**src/rtl/text_field_writer_pkg.sv**
```systemverilog
// Shared constants and types for the text-mode field writers.
// Holds ASCII codes, default screen geometry and the writer state encoding.
package text_field_writer_pkg;

  localparam logic [7:0] ASCII_SPACE = 8'h20;
  localparam logic [7:0] ASCII_ZERO  = 8'h30;

  localparam int unsigned DEF_COLS  = 80;
  localparam int unsigned DEF_ROWS  = 60;
  localparam int unsigned DEF_ADDRW = 13;

  localparam int unsigned ROW_W  = 6;
  localparam int unsigned COL_W  = 7;
  localparam int unsigned CHAR_W = 8;

  typedef enum logic {
    ST_IDLE  = 1'b0,
    ST_WRITE = 1'b1
  } state_t;

  // A character that may belong to a leading-zero region.
  function automatic logic is_lead_char(input logic [7:0] c);
    return (c == ASCII_SPACE) || (c == ASCII_ZERO);
  endfunction

endpackage

```
**src/rtl/text_cell_addr.sv**
```systemverilog
// Maps a (row, col) text cell to its linear character-RAM address.
// Also flags positions that fall outside the visible screen.
module text_cell_addr
  import text_field_writer_pkg::*;
#(
  parameter int unsigned COLS  = DEF_COLS,
  parameter int unsigned ROWS  = DEF_ROWS,
  parameter int unsigned ADDRW = DEF_ADDRW
) (
  input  logic [ROW_W-1:0] i_row,
  input  logic [COL_W-1:0] i_col,
  output logic [ADDRW-1:0] o_base_c,
  output logic             o_oor_c
);

  logic [ADDRW-1:0] w_row_off;

  assign w_row_off = ADDRW'(i_row) * ADDRW'(COLS);
  assign o_base_c  = w_row_off + ADDRW'(i_col);
  assign o_oor_c   = (32'(i_row) >= ROWS) || (32'(i_col) >= COLS);

endmodule

```
**src/rtl/text_field_writer.sv**
```systemverilog
// Writes one fixed-width ASCII field into the text-mode character RAM,
// one character per clock, with optional leading-zero blanking and right-edge clipping.
module text_field_writer
  import text_field_writer_pkg::*;
#(
  parameter int unsigned NCHARS = 6,
  parameter int unsigned COLS   = DEF_COLS,
  parameter int unsigned ROWS   = DEF_ROWS,
  parameter int unsigned ADDRW  = DEF_ADDRW
) (
  input  logic                       iCLK,
  input  logic                       iRST_N,
  input  logic                       iVALID,
  output logic                       oREADY,
  input  logic [NCHARS*CHAR_W-1:0]   iTEXT,
  input  logic [ROW_W-1:0]           iROW,
  input  logic [COL_W-1:0]           iCOL,
  input  logic                       iBLANK_LZ,
  output logic                       oWE,
  output logic [ADDRW-1:0]           oADDR,
  output logic [CHAR_W-1:0]          oDATA,
  output logic                       oDONE
);

  localparam int unsigned TW = NCHARS * CHAR_W;
  localparam int unsigned KW = (NCHARS > 1) ? $clog2(NCHARS) : 1;
  localparam int unsigned SW = COL_W + 1;

  state_t           r_state, w_state_nxt;
  logic [KW-1:0]    r_k, w_k_nxt;
  logic [TW-1:0]    r_text;
  logic [COL_W-1:0] r_col;
  logic [ADDRW-1:0] r_base;
  logic             r_oor;
  logic             r_blanking, w_blanking_nxt;

  logic             r_ready, w_ready_nxt;
  logic             r_we, w_we_nxt;
  logic [ADDRW-1:0] r_addr, w_addr_nxt;
  logic [7:0]       r_data, w_data_nxt;
  logic             r_done, w_done_nxt;

  logic [ADDRW-1:0] w_base;
  logic             w_oor;
  logic             w_accept;

  logic [TW-1:0]    w_src_text;
  logic [COL_W-1:0] w_src_col;
  logic [ADDRW-1:0] w_src_base;
  logic             w_src_oor;
  logic             w_src_blank;
  logic [KW-1:0]    w_slot;
  logic [7:0]       w_char;
  logic [SW-1:0]    w_col_sum;
  logic             w_slot_we;
  logic             w_last;
  logic             w_in_region;
  logic [7:0]       w_out_char;
  logic [ADDRW-1:0] w_slot_addr;

  text_cell_addr #(
    .COLS  (COLS),
    .ROWS  (ROWS),
    .ADDRW (ADDRW)
  ) u_cell_addr (
    .i_row    (iROW),
    .i_col    (iCOL),
    .o_base_c (w_base),
    .o_oor_c  (w_oor)
  );

  assign w_accept = (r_state == ST_IDLE) && iVALID && r_ready;

  // Slot 0 comes straight from the request; later slots from the latched copy.
  always_comb begin
    w_src_text  = r_text;
    w_src_col   = r_col;
    w_src_base  = r_base;
    w_src_oor   = r_oor;
    w_src_blank = r_blanking;
    w_slot      = r_k + KW'(1);
    if (r_state == ST_IDLE) begin
      w_src_text  = iTEXT;
      w_src_col   = iCOL;
      w_src_base  = w_base;
      w_src_oor   = w_oor;
      w_src_blank = iBLANK_LZ;
      w_slot      = '0;
    end
  end

  // Character selection, clipping and leading-zero blanking for the slot being emitted.
  always_comb begin
    w_char = ASCII_SPACE;
    for (int k = 0; k < NCHARS; k++) begin
      if (KW'(k) == w_slot) w_char = w_src_text[CHAR_W*k +: CHAR_W];
    end
    w_col_sum   = SW'(w_src_col) + SW'(w_slot);
    w_slot_we   = !w_src_oor && (w_col_sum < SW'(COLS));
    w_slot_addr = w_src_base + ADDRW'(w_slot);
    w_last      = (w_slot == KW'(NCHARS - 1));
    w_in_region = w_src_blank && is_lead_char(w_char);
    w_out_char  = (w_in_region && !w_last && (w_char == ASCII_ZERO)) ? ASCII_SPACE : w_char;
  end

  // Next-state and next-output logic.
  always_comb begin
    w_state_nxt    = r_state;
    w_k_nxt        = r_k;
    w_blanking_nxt = r_blanking;
    w_ready_nxt    = r_ready;
    w_we_nxt       = 1'b0;
    w_done_nxt     = 1'b0;
    w_addr_nxt     = r_addr;
    w_data_nxt     = r_data;

    unique case (r_state)
      ST_IDLE: begin
        if (w_accept) begin
          w_state_nxt    = ST_WRITE;
          w_k_nxt        = '0;
          w_ready_nxt    = 1'b0;
          w_we_nxt       = w_slot_we;
          w_addr_nxt     = w_slot_addr;
          w_data_nxt     = w_out_char;
          w_done_nxt     = w_last;
          w_blanking_nxt = w_in_region;
        end
      end
      ST_WRITE: begin
        if (r_k == KW'(NCHARS - 1)) begin
          w_state_nxt    = ST_IDLE;
          w_k_nxt        = '0;
          w_ready_nxt    = 1'b1;
          w_blanking_nxt = 1'b0;
        end else begin
          w_k_nxt        = w_slot;
          w_we_nxt       = w_slot_we;
          w_addr_nxt     = w_slot_addr;
          w_data_nxt     = w_out_char;
          w_done_nxt     = w_last;
          w_blanking_nxt = w_in_region;
        end
      end
      default: begin
        w_state_nxt = ST_IDLE;
        w_ready_nxt = 1'b1;
      end
    endcase
  end

  always_ff @(posedge iCLK) begin
    if (!iRST_N) begin
      r_state    <= ST_IDLE;
      r_k        <= '0;
      r_blanking <= 1'b0;
      r_ready    <= 1'b1;
      r_we       <= 1'b0;
      r_addr     <= '0;
      r_data     <= ASCII_SPACE;
      r_done     <= 1'b0;
    end else begin
      r_state    <= w_state_nxt;
      r_k        <= w_k_nxt;
      r_blanking <= w_blanking_nxt;
      r_ready    <= w_ready_nxt;
      r_we       <= w_we_nxt;
      r_addr     <= w_addr_nxt;
      r_data     <= w_data_nxt;
      r_done     <= w_done_nxt;
    end
  end

  // Request capture; only meaningful while a field is in flight.
  always_ff @(posedge iCLK) begin
    if (!iRST_N) begin
      r_text <= '0;
      r_col  <= '0;
      r_base <= '0;
      r_oor  <= 1'b0;
    end else if (w_accept) begin
      r_text <= iTEXT;
      r_col  <= iCOL;
      r_base <= w_base;
      r_oor  <= w_oor;
    end
  end

  assign oREADY = r_ready;
  assign oWE    = r_we;
  assign oADDR  = r_addr;
  assign oDATA  = r_data;
  assign oDONE  = r_done;

endmodule

```
**config.mk**
```make
export PLATFORM = sky130hd
export DESIGN_NAME = text_field_writer
export DESIGN_NICKNAME = d
export VERILOG_FILES = /design/src/rtl/text_field_writer_pkg.sv /design/src/rtl/text_cell_addr.sv /design/src/rtl/text_field_writer.sv
export SDC_FILE = /design/constraint.sdc
export NUM_CORES = 1
export LEC_CHECK = 0
export BUFFER_PORTS_ARGS = -buffer_cell sky130_fd_sc_hd__buf_4
export CAP_MARGIN = 20
export CORE_MARGIN = 2
export CORE_UTILIZATION = 40
export CTS_BUF_LIST = sky130_fd_sc_hd__clkbuf_8
export DETAILED_ROUTE_END_ITERATION = 8
export GPL_TIMING_DRIVEN = 0
export PLACE_DENSITY = 0.64
export SETUP_SLACK_MARGIN = 0.1
export SLEW_MARGIN = 5
export SYNTH_ARGS = -nofsm -noshare
export SYNTH_HDL_FRONTEND = slang
export SYNTH_SLANG_ARGS = --single-unit
```
**constraint.sdc**
```tcl
create_clock -name iCLK -period 3.32 [get_ports iCLK]
set_clock_uncertainty 0.2 [all_clocks]
set_input_delay 0.332 -clock iCLK [delete_from_list [all_inputs] [get_ports iCLK]]
set_output_delay 0.332 -clock iCLK [all_outputs]
set_load 0.005 [all_outputs]
```
==> impl_metrics.toml <==
[status]
status = "finished, violations left"
violations = "negative hold slack"

[yosys]
synth_xor_area_share_pct = 2.726
synth-compound-area-share_pct = 20.29
synth_mux_area_share_pct = 4.695
syn-num-nets = 706
synth_top_family_by_area = "simple AND/OR/NAND/NOR gates"
avgSynthCellArea_um2 = 7.970
synthFlopType = "dfxtp_1"
synth_edf_count = 0
ys_ff_latch = 94
synth-simple-area-share_pct = 23.95
netlist-cell-type-count = 71
synthAdderAreaFrac_pct = 5.250
ys_seq_area_share_pct = 37.96
async_flop_share_pct = 0
ys_warn_count = 0
mappedNetlistArea_um2 = 4957
synth_cells = 622

[cts]
clock_path_buffers = 2
clkLatencyLatePin_ns = 0.37
cts.clk_slew.worst_paths_ns = 0.09
cts_buffers = 9
cts_tree = "done"
cts_num_sinks = 94
root_buffer = "clkbuf_8"
htreeDepth = 3

[routing]
wire_per_inst_um = 16.44
first_iter_violations = 370
ant_nets = 0
drc = 0
drt_wl_total_um = 14710
routed-via-count = 4784
drt_pass1_iterations = 5
viasPerCell = 5.345

[placed_design]
port_buffers = 88
place_hpwl_um = 11500
placed_area_um2 = 5829
place_congestion = 0.8725

[finish]
final_layout_size_suffix_gt1_share_pct = 19.94
nNetsFinal = 806
diodes = 0
area_growth_pct = 23.80
stdcell_area_um2 = 6137
nFillCells = 1169

[floorplanning]
row_count = 40
core-area_um2 = 12060
initial_core_util_pct = 41.10
die_w_um = 115.3
die_h_um = 115.3
io_pins = 89
dieArea_um2 = 13300

[critical_path]
start_kind = "flip-flop"
r2r_cells = 8
r2r-start = "r_k[0]$_SDFFE_PN0P_"
r2r_end = "oDATA[4]$_SDFFE_PN0P_"
critical_path_class = "reg -> reg"
endpoint_kind = "flip-flop"
arrival_ns = 3.20
cp_max_fo = 10
r2r_setup_slack_ns = 0.20
cp.required_ns = 3.39

[grt]
grt_use_total_pct = 22.54
antenna_found_initial = 0
gr-total-overflow = 0
grt_pass1_wl_um = 23120
grt_pass1_vias = 4393
grt_max_degree = 20

[job]
maxCapViolations = 0

[timing]
slew_viol_final = 0
hold_viol = 1
period_minus_slack_ns = 3.124
fin_crit_sh_pct = 94.09
worstMarginPinSlew_ns = 0.8416
holdWs_ns = -0.0007736
fin_setup_tns_ns = 0
clock.fmax_mhz = 320.1
setup_viol = 0
rsz0062_at_grt = "no"
slew-limit-headroom_pct = 43.18

[min_path]
min_to = "r_text[27]$_SDFFE_PN0P_"
hp-class = "in -> reg"
hold_start = "iTEXT[27]"
hold-path-cell-count = 3

[pwr]
pwr_density_cell_nw_per_um2 = 470.9
fin_total_pwr_mw = 2.890
p_leak_nw = 2.441
ir_worst_vdd_v = 0.0002261
cell type report:
type,count,area (µm²),area share (%)
Multi-Input combinational cell,475,2893,47.14
Sequential cell,94,1884,30.70
Timing Repair Buffer,90,675.6,11.01
Buffer,41,224.0,3.649
Tap cell,168,210.2,3.425
Clock buffer,11,151.4,2.467
Clock inverter,5,57.56,0.9378
Inverter,11,41.29,0.6728
worst max-delay path, cell delays in order, from the launching register on:
cell and delay [ns]:
dfxtp_2 0.42, ha_2 0.31, xor2_4 0.32, buf_6 0.21, nor2_4 0.05, a222oi_1 0.64, o22ai_2 0.21, or4bb_1 0.49
o21a_1 0.18
cell usage in the layout (no fill, tap or decap), types with 6 or more instances in the layout:
| cell | n |
|---|---|
| o21ai_0 | 13 |
| nor3_1 | 17 |
| a21oi_1 | 83 |
| xnor2_1 | 8 |
| a211oi_1 | 8 |
| buf_4 | 92 |
| a31oi_1 | 11 |
| nor2_1 | 44 |
| dfxtp_1 | 92 |
| clkbuf_8 | 11 |
| mux2i_1 | 12 |
| mux2_2 | 6 |
| nand3_1 | 7 |
| nand2_1 | 147 |
| clkbuf_1 | 27 |
| nor2b_1 | 7 |
| inv_1 | 12 |
| ha_1 | 14 |
sequential cells by signal (all words and copies together), names as in the netlist, 3 cells and up:
signal and cells:
r_text 48, r_k 3, r_col 7, oADDR 13
oDATA 8, r_base 9
kinds of logic (layout without fill, tap and decap cells):
family | count (synthesis) | count (layout)
xor gates and xnor gates | 13 | 13
DFF | 94 | 94
and+or+nand+nor | 263 | 263
muxes | 20 | 20
AOI/OAI and AO/OA | 160 | 160
adders and majority gates | 19 | 19
buffers and inverters | 53 | 158
where the power goes:
group	switching, mW	internal (mW)
logic	0.452	0.348
registers	0.0606	1.23
clock network	0.415	0.390
total	0.928	1.96
worst max-delay path by stage:
stage                   startpoint                    end  depth (start not counted)
4_1_cts        r_k[1]$_SDFFE_PN0P_  oADDR[9]$_SDFFE_PN0P_                         12
3_5_place_dp    r_state$_SDFF_PN0_  oADDR[9]$_SDFFE_PN0P_                         11
6_report       r_k[0]$_SDFFE_PN0P_  oDATA[4]$_SDFFE_PN0P_                          8
3_3_place_gp    r_state$_SDFF_PN0_  oADDR[9]$_SDFFE_PN0P_                         11
2_1_floorplan   r_state$_SDFF_PN0_  oADDR[9]$_SDFFE_PN0P_                         11
5_1_grt        r_k[0]$_SDFFE_PN0P_  oDATA[4]$_SDFFE_PN0P_                          8
metrics by stage:
stage | std cells | setup WS [ns] | util [%]
floorplan | 622 | 0.1029 | -
global placement | 878 | -0.4100 | 48.33
detailed placement | 878 | -0.4484 | 48.33
CTS | 893 | 0.1181 | 50.22
global route | 895 | 0.1106 | 50.88
finish | 895 | 0.1963 | 50.88
synthesized netlist by cell type, types with 4 or more instances:
cell type    n  area [µm²]
and2_1       4       25.02
a211oi_1     8       60.06
buf_6        5       56.30
dfxtp_1     94        1882
inv_1       11       41.29
or3_1        5       31.28
nor2_1      45       168.9
a21o_1       5       37.54
mux2i_1     12       120.1
o21ai_0     13       65.06
o22ai_1      4       25.02
nand3_1      7       35.03
ha_1        16       200.2
nand2_1    147       551.8
nor2b_1      7       43.79
a311oi_1     5       43.79
nor3b_1      4       30.03
a21oi_1     84       420.4
clkbuf_1    30       112.6
mux2_2       6       67.56
xnor2_1      9       78.83
nor3_1      17       85.08
a31oi_1     11       68.82
nand2b_1     4       25.02
o21a_1       4       30.03
repair_timing:
item,in CTS,in global routing
hold buffers,0,0
pin swaps,0,3
gates resized for setup,6,13
setup endpoints to repair,11,4
buffers inserted,0,2
endpoints found under the hold margin,0,0
metal layers:
metal  part of all wire, %  global-route usage (%)  up-vias  routed length (µm)
met5                     0                       0        -                   0
met2                    45                   35.40      142                6649
met1                    48                   32.49     2246                7044
met3                   5.8                   3.690       17                 848
li1                      -                       -     2379                   -
met4                   1.2                   5.141        0                 170
No activity file was read; power rests on OpenSTA's default activity.
